<file path="src/rtl/ingress_pkt_arbiter.sv">
// Packet-granular round-robin arbiter in front of the Ethernet parser: a granted port keeps the
// output until its last beat. Define INGRESS_ARB_TIMEOUT_EN for the idle-beat timeout/abort path.

module ingress_pkt_arbiter #(
   parameter int DATA_WIDTH = 64,
   parameter int NUM_PORTS = 4,
   parameter int TIMEOUT_CYCLES = 256,
   localparam int IDX_W = $clog2(DATA_WIDTH/8+1),
   localparam int PORT_W = $clog2(NUM_PORTS)
) (
   input  logic                            clk,
   input  logic                            rst_n,
   input  logic [NUM_PORTS*DATA_WIDTH-1:0] s_tdata,
   input  logic [NUM_PORTS*IDX_W-1:0]      s_idx,
   input  logic [NUM_PORTS-1:0]            s_valid,
   input  logic [NUM_PORTS-1:0]            s_last,
   output logic [NUM_PORTS-1:0]            s_ready,
   output logic [DATA_WIDTH-1:0]           m_tdata,
   output logic [IDX_W-1:0]                m_idx,
   output logic                            m_valid,
   output logic                            m_last,
   input  logic                            m_ready,
   output logic [PORT_W-1:0]               m_port,
   output logic                            m_abort,
   output logic                            busy
);

   if (NUM_PORTS < 2 || NUM_PORTS > 8 || TIMEOUT_CYCLES < 1 || (DATA_WIDTH % 8) != 0) begin : g_param_check
      $error("ingress_pkt_arbiter: unsupported parameter set");
   end

   typedef enum logic [1:0] {
      IDLE,
      PASS
`ifdef INGRESS_ARB_TIMEOUT_EN
      , ABORT
`endif
   } state_t;

   localparam logic [PORT_W:0]   NUM_PORTS_X = (PORT_W+1)'(NUM_PORTS);
   localparam logic [PORT_W-1:0] LAST_PORT   = PORT_W'(NUM_PORTS-1);

   state_t              state_q, state_d;
   logic [PORT_W-1:0]   grant_q, grant_d;
   logic [PORT_W-1:0]   rr_ptr_q, rr_ptr_d;
   logic [PORT_W-1:0]   next_ptr;
   logic [PORT_W:0]     cand;
   logic [PORT_W-1:0]   pick;
   logic                pick_found;
   logic [DATA_WIDTH-1:0] port_data [NUM_PORTS];
   logic [IDX_W-1:0]      port_idx  [NUM_PORTS];

`ifdef INGRESS_ARB_TIMEOUT_EN
   localparam int CNT_W = $clog2(TIMEOUT_CYCLES+1);
   localparam logic [CNT_W-1:0] CNT_LIMIT = CNT_W'(TIMEOUT_CYCLES);
   logic [CNT_W-1:0] idle_cnt_q, idle_cnt_d;
`endif

   always_comb begin
      for (int p = 0; p < NUM_PORTS; p++) begin
         port_data[p] = s_tdata[p*DATA_WIDTH +: DATA_WIDTH];
         port_idx[p]  = s_idx[p*IDX_W +: IDX_W];
      end
   end

   // First requester at or above rr_ptr, wrapping; the sum is one bit wider so the wrap is exact.
   always_comb begin
      cand       = '0;
      pick       = '0;
      pick_found = 1'b0;
      for (int i = 0; i < NUM_PORTS; i++) begin
         cand = {1'b0, rr_ptr_q} + (PORT_W+1)'(i);
         if (cand >= NUM_PORTS_X) begin
            cand = cand - NUM_PORTS_X;
         end
         if (!pick_found && s_valid[cand[PORT_W-1:0]]) begin
            pick       = cand[PORT_W-1:0];
            pick_found = 1'b1;
         end
      end
   end

   assign next_ptr = (grant_q == LAST_PORT) ? '0 : grant_q + 1'b1;

   always_comb begin
      state_d  = state_q;
      grant_d  = grant_q;
      rr_ptr_d = rr_ptr_q;
      s_ready  = '0;
      m_tdata  = '0;
      m_idx    = '0;
      m_valid  = 1'b0;
      m_last   = 1'b0;
      m_port   = '0;
      m_abort  = 1'b0;
      busy     = 1'b0;
`ifdef INGRESS_ARB_TIMEOUT_EN
      idle_cnt_d = idle_cnt_q;
`endif
      case (state_q)
         IDLE: begin
            if (pick_found) begin
               grant_d = pick;
               state_d = PASS;
`ifdef INGRESS_ARB_TIMEOUT_EN
               idle_cnt_d = '0;
`endif
            end
         end
         PASS: begin
            busy             = 1'b1;
            m_port           = grant_q;
            m_valid          = s_valid[grant_q];
            m_tdata          = port_data[grant_q];
            m_idx            = port_idx[grant_q];
            m_last           = s_last[grant_q];
            s_ready[grant_q] = m_ready;
            if (s_valid[grant_q] && m_ready && s_last[grant_q]) begin
               state_d  = IDLE;
               rr_ptr_d = next_ptr;
            end
`ifdef INGRESS_ARB_TIMEOUT_EN
            // Only cycles where the granted source offers nothing count toward the abort.
            if (s_valid[grant_q]) begin
               idle_cnt_d = '0;
            end else begin
               idle_cnt_d = idle_cnt_q + 1'b1;
               if (idle_cnt_d == CNT_LIMIT) begin
                  state_d = ABORT;
               end
            end
`endif
         end
`ifdef INGRESS_ARB_TIMEOUT_EN
         ABORT: begin
            busy    = 1'b1;
            m_port  = grant_q;
            m_valid = 1'b1;
            m_last  = 1'b1;
            m_abort = 1'b1;
            if (m_ready) begin
               state_d  = IDLE;
               rr_ptr_d = next_ptr;
            end
         end
`endif
         default: begin
            state_d = IDLE;
         end
      endcase
   end

   always_ff @(posedge clk or negedge rst_n) begin
      if (!rst_n) begin
         state_q  <= IDLE;
         grant_q  <= '0;
         rr_ptr_q <= '0;
      end else begin
         state_q  <= state_d;
         grant_q  <= grant_d;
         rr_ptr_q <= rr_ptr_d;
      end
   end

`ifdef INGRESS_ARB_TIMEOUT_EN
   always_ff @(posedge clk or negedge rst_n) begin
      if (!rst_n) begin
         idle_cnt_q <= '0;
      end else begin
         idle_cnt_q <= idle_cnt_d;
      end
   end
`endif

endmodule

</file>
<file path="config.mk">
export PLATFORM = sky130hd
export DESIGN_NAME = ingress_pkt_arbiter
export DESIGN_NICKNAME = d
export VERILOG_FILES = /design/src/rtl/ingress_pkt_arbiter.sv
export SDC_FILE = /design/constraint.sdc
export NUM_CORES = 1
export LEC_CHECK = 0
export CORE_AREA = 2 2 138 140
export CTS_CLUSTER_DIAMETER = 150
export DETAILED_ROUTE_END_ITERATION = 6
export DIE_AREA = 0 0 140 142
export HOLD_SLACK_MARGIN = 0.03
export PLACE_DENSITY = 0.52
export SYNTH_ARGS = -nofsm -noshare
export SYNTH_HDL_FRONTEND = slang
export SYNTH_SLANG_ARGS = --single-unit
</file>
<file path="constraint.sdc">
create_clock -name clk -period 2 [get_ports clk]
set_clock_uncertainty 0.1 [all_clocks]
set_input_delay 0.2 -clock clk [delete_from_list [all_inputs] [get_ports clk]]
set_output_delay 0.2 -clock clk [all_outputs]
set_load 0.1 [all_outputs]
</file>
==> flow_metrics.py, run 1 <==
metrics = {
    "layout": {
        "multi_input_area_um2": 2450,
        "register_area_um2": 134,
        "diodes": 0,
        "num-nets-final": 863,
        "drive_gt1_share_pct": 46.6,
        "area_delta_synth_final_pct": 210,
        "num-fill-cells": 1711,
    },
    "logic_synthesis": {
        "netlist_area_um2": 2510,
        "syn-mean-instance-area_um2": 12.3,
        "synth_warnings": 0,
        "ys_top_cells_by_area": "mux4_2, and2_1, dfrtp_1, buf_4, ha_1",
        "synth_cells": 205,
        "synth_cell_types": 25,
        "synth_top_cell_area_share_pct": 62.7,
        "synth.net_count": 492,
        "yosysSeqAreaShare_pct": 4.98,
        "synth_top_cell_by_area": "mux4_2",
        "synth-seq-cells": 5,
    },
    "routing": {
        "num_vias": 3493,
        "wirelength_um": 16200,
        "drc_errors": 25,
        "wl_per_cell_um": 20.0,
        "via_per_inst": 4.32,
        "antenna_left": 0,
        "drt_iter0_drc": 172,
        "drt_pass1_iterations": 7,
    },
    "cts": {
        "clock_path_buffers": 2,
        "cts-hold-fix-buffers": 0,
        "clock-sinks": 5,
        "cts_made_buffers": 3,
        "clock_tree.root_cell": "clkbuf_16",
        "path_clk_slew_ns": 0.03,
        "insertion_delay_ns": 0.23,
        "cts_tree": "yes",
        "htreeDepth": 1,
    },
    "placement": {
        "globalplace.congestion": 0.878,
        "portBuffers": 359,
        "place_hpwl_um": 13600,
        "pre_cts_ws_ns": 0.0213,
    },
    "worst_setup_path": {
        "worstPathArrival_ns": 1.84,
        "crit_path_top_delay_cell": "mux4_2",
        "cp.depth": 5,
        "path_cells": "buf_8 > buf_12 > mux4_2 > and2_4 > buf_12",
        "ff2ff_path_depth": 6,
        "crit_family": "multiplexers",
        "critPathCaptureType": "primary output",
        "cpMostUsedCell": "buf_12",
        "crit_type": "reg2out",
        "slowest_delay_ns": 0.52,
        "critical_path_peak_fanout": 8,
        "startpoint_type": "register",
        "crit_buf_inv": 3,
        "crit_required_ns": 1.70,
    },
    "job": {
        "maxCapViolations": 0,
    },
    "min_path": {
        "hp-class": "in2async",
    },
    "timing": {
        "setup_viol_count_final": 73,
        "finalHoldViolations": 0,
        "fin_ws_ns": -0.144,
        "period_needed_ns": 2.14,
        "drv_slew": 0,
        "rsz0062_at_grt": "yes",
        "max_freq_mhz": 466,
        "period_share_pct": 107,
    },
    "floorplanning": {
        "start_util_pct": 13.6,
        "die_w_um": 140,
        "die_h_um": 142,
        "num_rows": 50,
        "fp.dieArea_um2": 19900,
        "core_um2": 18500,
        "boundaryPins": 361,
    },
    "grt": {
        "grt_overflow": 0,
        "grt_pass1_vias": 3777,
        "antenna_found_initial": 0,
        "grt_use_total_pct": 14.9,
        "grt_pass1_wl_um": 22800,
        "grt_max_degree": 27,
    },
    "status": {
        "violations": "DRC, setup timing",
        "status": "finished with violations",
    },
}
==> cell usage after synthesis, drive strengths merged <==
cell type	number
a21boi	1
a21o	1
a21oi	2
a221oi	1
and2	70
and3	4
buf	13
clkbuf	12
conb	1
dfrtp	5
ha	4
inv	6
mux2	3
mux4	70
nand2	2
nand4	1
nor2	4
nor4	1
o21ai	1
o221ai	1
o22ai	1
o31ai	1
==> sequential cells by signal, summed over array words and instances (netlist names) <==
signal,count
grant_q,2
rr_ptr_q,2
state_q,1
==> layout by cell type, fill, tap and decap left out, types with 2 or more instances in the layout <==
cell type	Yosys	final
buf_6	1	4
ha_1	4	3
mux4_2	70	70
clkbuf_16	0	6
clkdlybuf4s50_1	0	282
dfrtp_4	0	2
buf_4	8	13
buf_12	0	86
mux2_2	2	2
nor2_1	4	2
dfrtp_1	5	2
nand2_1	2	2
a21oi_1	2	2
and3_4	0	3
buf_8	0	3
and2_4	0	70
nor2_4	0	2
inv_1	6	5
==> cell families (layout without fill, tap and decap cells) <==
| logic type | after synthesis | in the layout | share of synthesized area, % |
|---|---|---|---|
| AOI/OAI and AO/OA | 9 | 9 | 2.44 |
| adders and majority gates | 4 | 4 | 1.99 |
| buffers and inverters | 31 | 401 | 6.32 |
| DFF | 5 | 5 | 4.98 |
| muxes | 73 | 73 | 64.1 |
| other | 1 | 1 | 0.149 |
| and+or+nand+nor | 82 | 82 | 20.1 |
==> stage by stage <==
step           util, %  cell area (um^2)  TNS [ns]  instances  hold WS (ns)
2_1_floorplan        -              2620         0        205        -0.196
3_3_place_gp      39.9              7370         0        790         0.348
3_5_place_dp      39.9              7370         0        790         0.350
6_report          42.2              7790     -8.11        809        0.0994
5_1_grt           42.2              7790    -11.94        809         0.124
4_1_cts           41.2              7600     -9.78        799         0.109
==> layer usage <==
metal,routed length (um),GRT usage [%]
met1,5540,16.1
met2,9160,29.8
met3,1320,3.67
met4,133,2.13
met5,0,0
==> worst paths after layout <==
kind                                    end   startpoint  slack, ns
worst max-delay path            m_tdata[42]   grant_q[0]      -0.14
worst min-delay path             grant_q[0]        rst_n        0.1
worst max register to register  rr_ptr_q[1]   grant_q[0]      -0.07
worst min register to register  rr_ptr_q[0]  rr_ptr_q[0]       0.43
max in group asynchronous        grant_q[1]        rst_n       1.48
min in group clk                rr_ptr_q[0]  rr_ptr_q[0]       0.43
==> layout make-up <==
| type | count | area share [%] |
|---|---|---|
| clock buffer | 4 | 1.01 |
| inverter | 6 | 0.353 |
| multi-input combinational | 169 | 31.4 |
| tap | 234 | 3.76 |
| timing repair buffer | 391 | 61.7 |
| sequential | 5 | 1.72 |
==> repair_timing <==
action / CTS / global route
pin swaps: 0 / 1
hold endpoints to repair: 0 / 0
setup endpoints to repair: 71 / 75
setup buffers: 4 / 9
resized for setup: 64 / 32
gates cloned: 1 / 4
Power of run 1 is left out: the tool's default activity adds up to more than one toggle a clock period on the data nets, which glitch-free logic cannot reach.
==> run 2: changes to the inputs <==
--- a/config.mk
+++ b/config.mk
@@ -5,12 +5,13 @@
 export SDC_FILE = /design/constraint.sdc
 export NUM_CORES = 1
 export LEC_CHECK = 0
-export CORE_AREA = 2 2 138 140
+export ABC_AREA = 1
+export CORE_AREA = 2 2 141 143
 export CTS_CLUSTER_DIAMETER = 150
 export DETAILED_ROUTE_END_ITERATION = 6
-export DIE_AREA = 0 0 140 142
+export DIE_AREA = 0 0 143 145
 export HOLD_SLACK_MARGIN = 0.03
-export PLACE_DENSITY = 0.52
+export PLACE_DENSITY = 0.53
 export SYNTH_ARGS = -nofsm -noshare
 export SYNTH_HDL_FRONTEND = slang
 export SYNTH_SLANG_ARGS = --single-unit
==> flow_metrics.py, run 2 <==
metrics = {
    "floorplanning": {
        "num_rows": 51,
        "die_h_um": 145,
        "die_w_um": 143,
        "core_um2": 19200,
        "fp.dieArea_um2": 20700,
        "start_util_pct": 15.5,
        "boundaryPins": 361,
    },
    "worst_setup_path": {
        "worstPathArrival_ns": 1.76,
        "crit_type": "reg2out",
        "slowest_delay_ns": 0.42,
        "crit_path_top_delay_cell": "dfrtp_4",
        "path_cells": "buf_12 > buf_12 > clkbuf_16 > nor2_2 > nor2_1 > o21ai_1 > a21oi_2 > buf_12",
        "cpMostUsedCell": "buf_12",
        "startpoint_type": "register",
        "critPathCaptureType": "primary output",
        "critical_path_peak_fanout": 7,
        "crit_required_ns": 1.70,
        "crit_family": "buffers and inverters",
        "crit_buf_inv": 4,
    },
    "placement": {
        "globalplace.congestion": 0.869,
        "dp_cells": 1238,
        "place_hpwl_um": 16200,
        "portBuffers": 359,
    },
    "timing": {
        "setup_viol_count_final": 63,
        "period_needed_ns": 2.06,
        "finalHoldViolations": 0,
        "period_share_pct": 103,
        "fin_ws_ns": -0.0554,
        "max_freq_mhz": 487,
        "drv_slew": 0,
        "worstMarginPinSlew_ns": 0.576,
        "rsz0062_at_grt": "yes",
        "hold_ws_ns": 0.117,
        "max_slew_margin_pct": 61.4,
    },
    "logic_synthesis": {
        "synth_cell_types": 23,
        "synth_top_cell_area_share_pct": 35.5,
        "synth_edf_count": 0,
        "syn-mean-instance-area_um2": 4.62,
        "synth_top_cell_by_area": "nor2_1",
        "yosysMostFrequentCell": "nor2_1",
        "ys_top_cells_by_area": "nor2_1, o21ai_1, a21oi_1, nand2_1, dfrtp_1",
        "ys.flop_type": "dfrtp_1",
        "synth-seq-cells": 5,
        "netlist_area_um2": 2980,
        "synth_cells": 646,
        "synth_warnings": 0,
        "synth_commonest_cells": "nor2_1, o21ai_1, a21oi_1",
        "yosysSeqAreaShare_pct": 4.19,
        "async_flop_share_pct": 100,
        "synth.net_count": 933,
    },
    "cts": {
        "cts_tree": "yes",
        "cts_made_buffers": 3,
        "htreeDepth": 1,
        "path_clk_slew_ns": 0.04,
        "clock-sinks": 5,
        "clock_tree.root_cell": "clkbuf_16",
        "clock_path_buffers": 2,
        "insertion_delay_ns": 0.23,
    },
    "status": {
        "status": "finished with violations",
        "violations": "setup timing",
    },
    "layout": {
        "largest_registers": "grant_q: 2 flops, rr_ptr_q: 2 flops, state_q: 1 flops",
        "drive_gt1_share_pct": 33.8,
        "final_common_cell": "clkdlybuf4s50_1",
        "layout_common_cells": "clkdlybuf4s50_1, nor2_1, o21ai_1, buf_12, o21ai_2",
        "num-nets-final": 1286,
        "area_delta_synth_final_pct": 209,
        "instances_no_fill": 1263,
        "diodes": 0,
        "fin_util_pct": 48.1,
    },
    "routing": {
        "drt_pass1_iterations": 4,
        "wl_per_cell_um": 17.6,
        "via_per_inst": 4.46,
        "drc_errors": 0,
        "antenna_left": 0,
        "wirelength_um": 22200,
        "drt_iter0_drc": 230,
        "num_vias": 5630,
    },
    "grt": {
        "antenna_found_initial": 0,
        "grt_max_degree": 46,
        "grt_pass1_vias": 5502,
        "grt_overflow": 0,
        "grt_use_total_pct": 19.6,
        "grt_pass1_wl_um": 31900,
    },
    "min_path": {
        "hp-class": "in2async",
    },
    "job": {
        "maxCapViolations": 0,
    },
}
==> run 2: cell types whose count changed after synthesis, moves of 7 or more <==
cell / delta
nor2_1: +278
o21ai_1: +122
and2_1: -70
mux4_2: -70
a21oi_1: +69
nand2_1: +42
o21ai_0: +22
clkbuf_1: +14
nand3_1: +8
inv_2: +7
nand2_2: +7
==> run 2: metal layers <==
| layer | GRT usage (%) | part of all wire [%] | up-vias |
|---|---|---|---|
| li1 | - | - | 2820 |
| met1 | 24.7 | 42 | 2552 |
| met2 | 33.1 | 48 | 224 |
| met3 | 4.88 | 7.2 | 34 |
| met4 | 5.05 | 2.5 | 0 |
| met5 | 0 | 0 | - |
==> run 2: per-stage QoR <==
stage	cell area, um^2	setup TNS (ns)	worst slack, ns
after floorplan	3340	-32.86	-0.860
after global placement	8040	-0.0696	-0.0696
after detailed placement	8040	-0.0913	-0.0913
after CTS	8710	-1.75	-0.0840
after global routing	9230	-5.93	-0.117
final	9230	-1.58	-0.0554
==> run 2: worst paths after layout <==
path | from | to | slack, ns | depth (start not counted)
max in group asynchronous | rst_n | grant_q[0] | 1.43 | 1
min reg2reg | grant_q[1] | grant_q[1] | 0.53 | 2
max | grant_q[0] | m_tdata[58] | -0.06 | 8
max reg2reg | rr_ptr_q[0] | grant_q[0] | 0.29 | 11
min in group clk | grant_q[1] | grant_q[1] | 0.53 | 2
min | rst_n | state_q[0] | 0.12 | 1
==> run 2: cell families (layout without fill, tap and decap cells) <==
family                     after synthesis  after routing  synth area share [%]
DFF                                      5              5                  4.19
other                                    1              1                 0.126
adders and majority gates                4              4                  1.68
AOI/OAI and AO/OA                      217            217                  36.5
and+or+nand+nor                        345            345                  45.3
buffers and inverters                   74            426                  12.2
==> run 2: timing repair <==
item / 4_1_cts / 5_1_grt
cloned: 4 / 8
setup endpoints to repair: 61 / 72
setup buffers: 8 / 2
pin swaps: 31 / 68
hold buffers: 0 / 0
resized for setup: 119 / 108
==> run 2: cell type report <==
| cell class | instances | area, um^2 |
|---|---|---|
| clock buffers | 4 | 78.8 |
| flip-flops and latches | 5 | 134 |
| repair buffers | 403 | 5140 |
| well taps | 265 | 332 |
| inverters | 19 | 86.3 |
| multi-input cells | 567 | 3460 |
| fillers | 1937 | 9980 |
Power of run 2 is left out for the same reason.
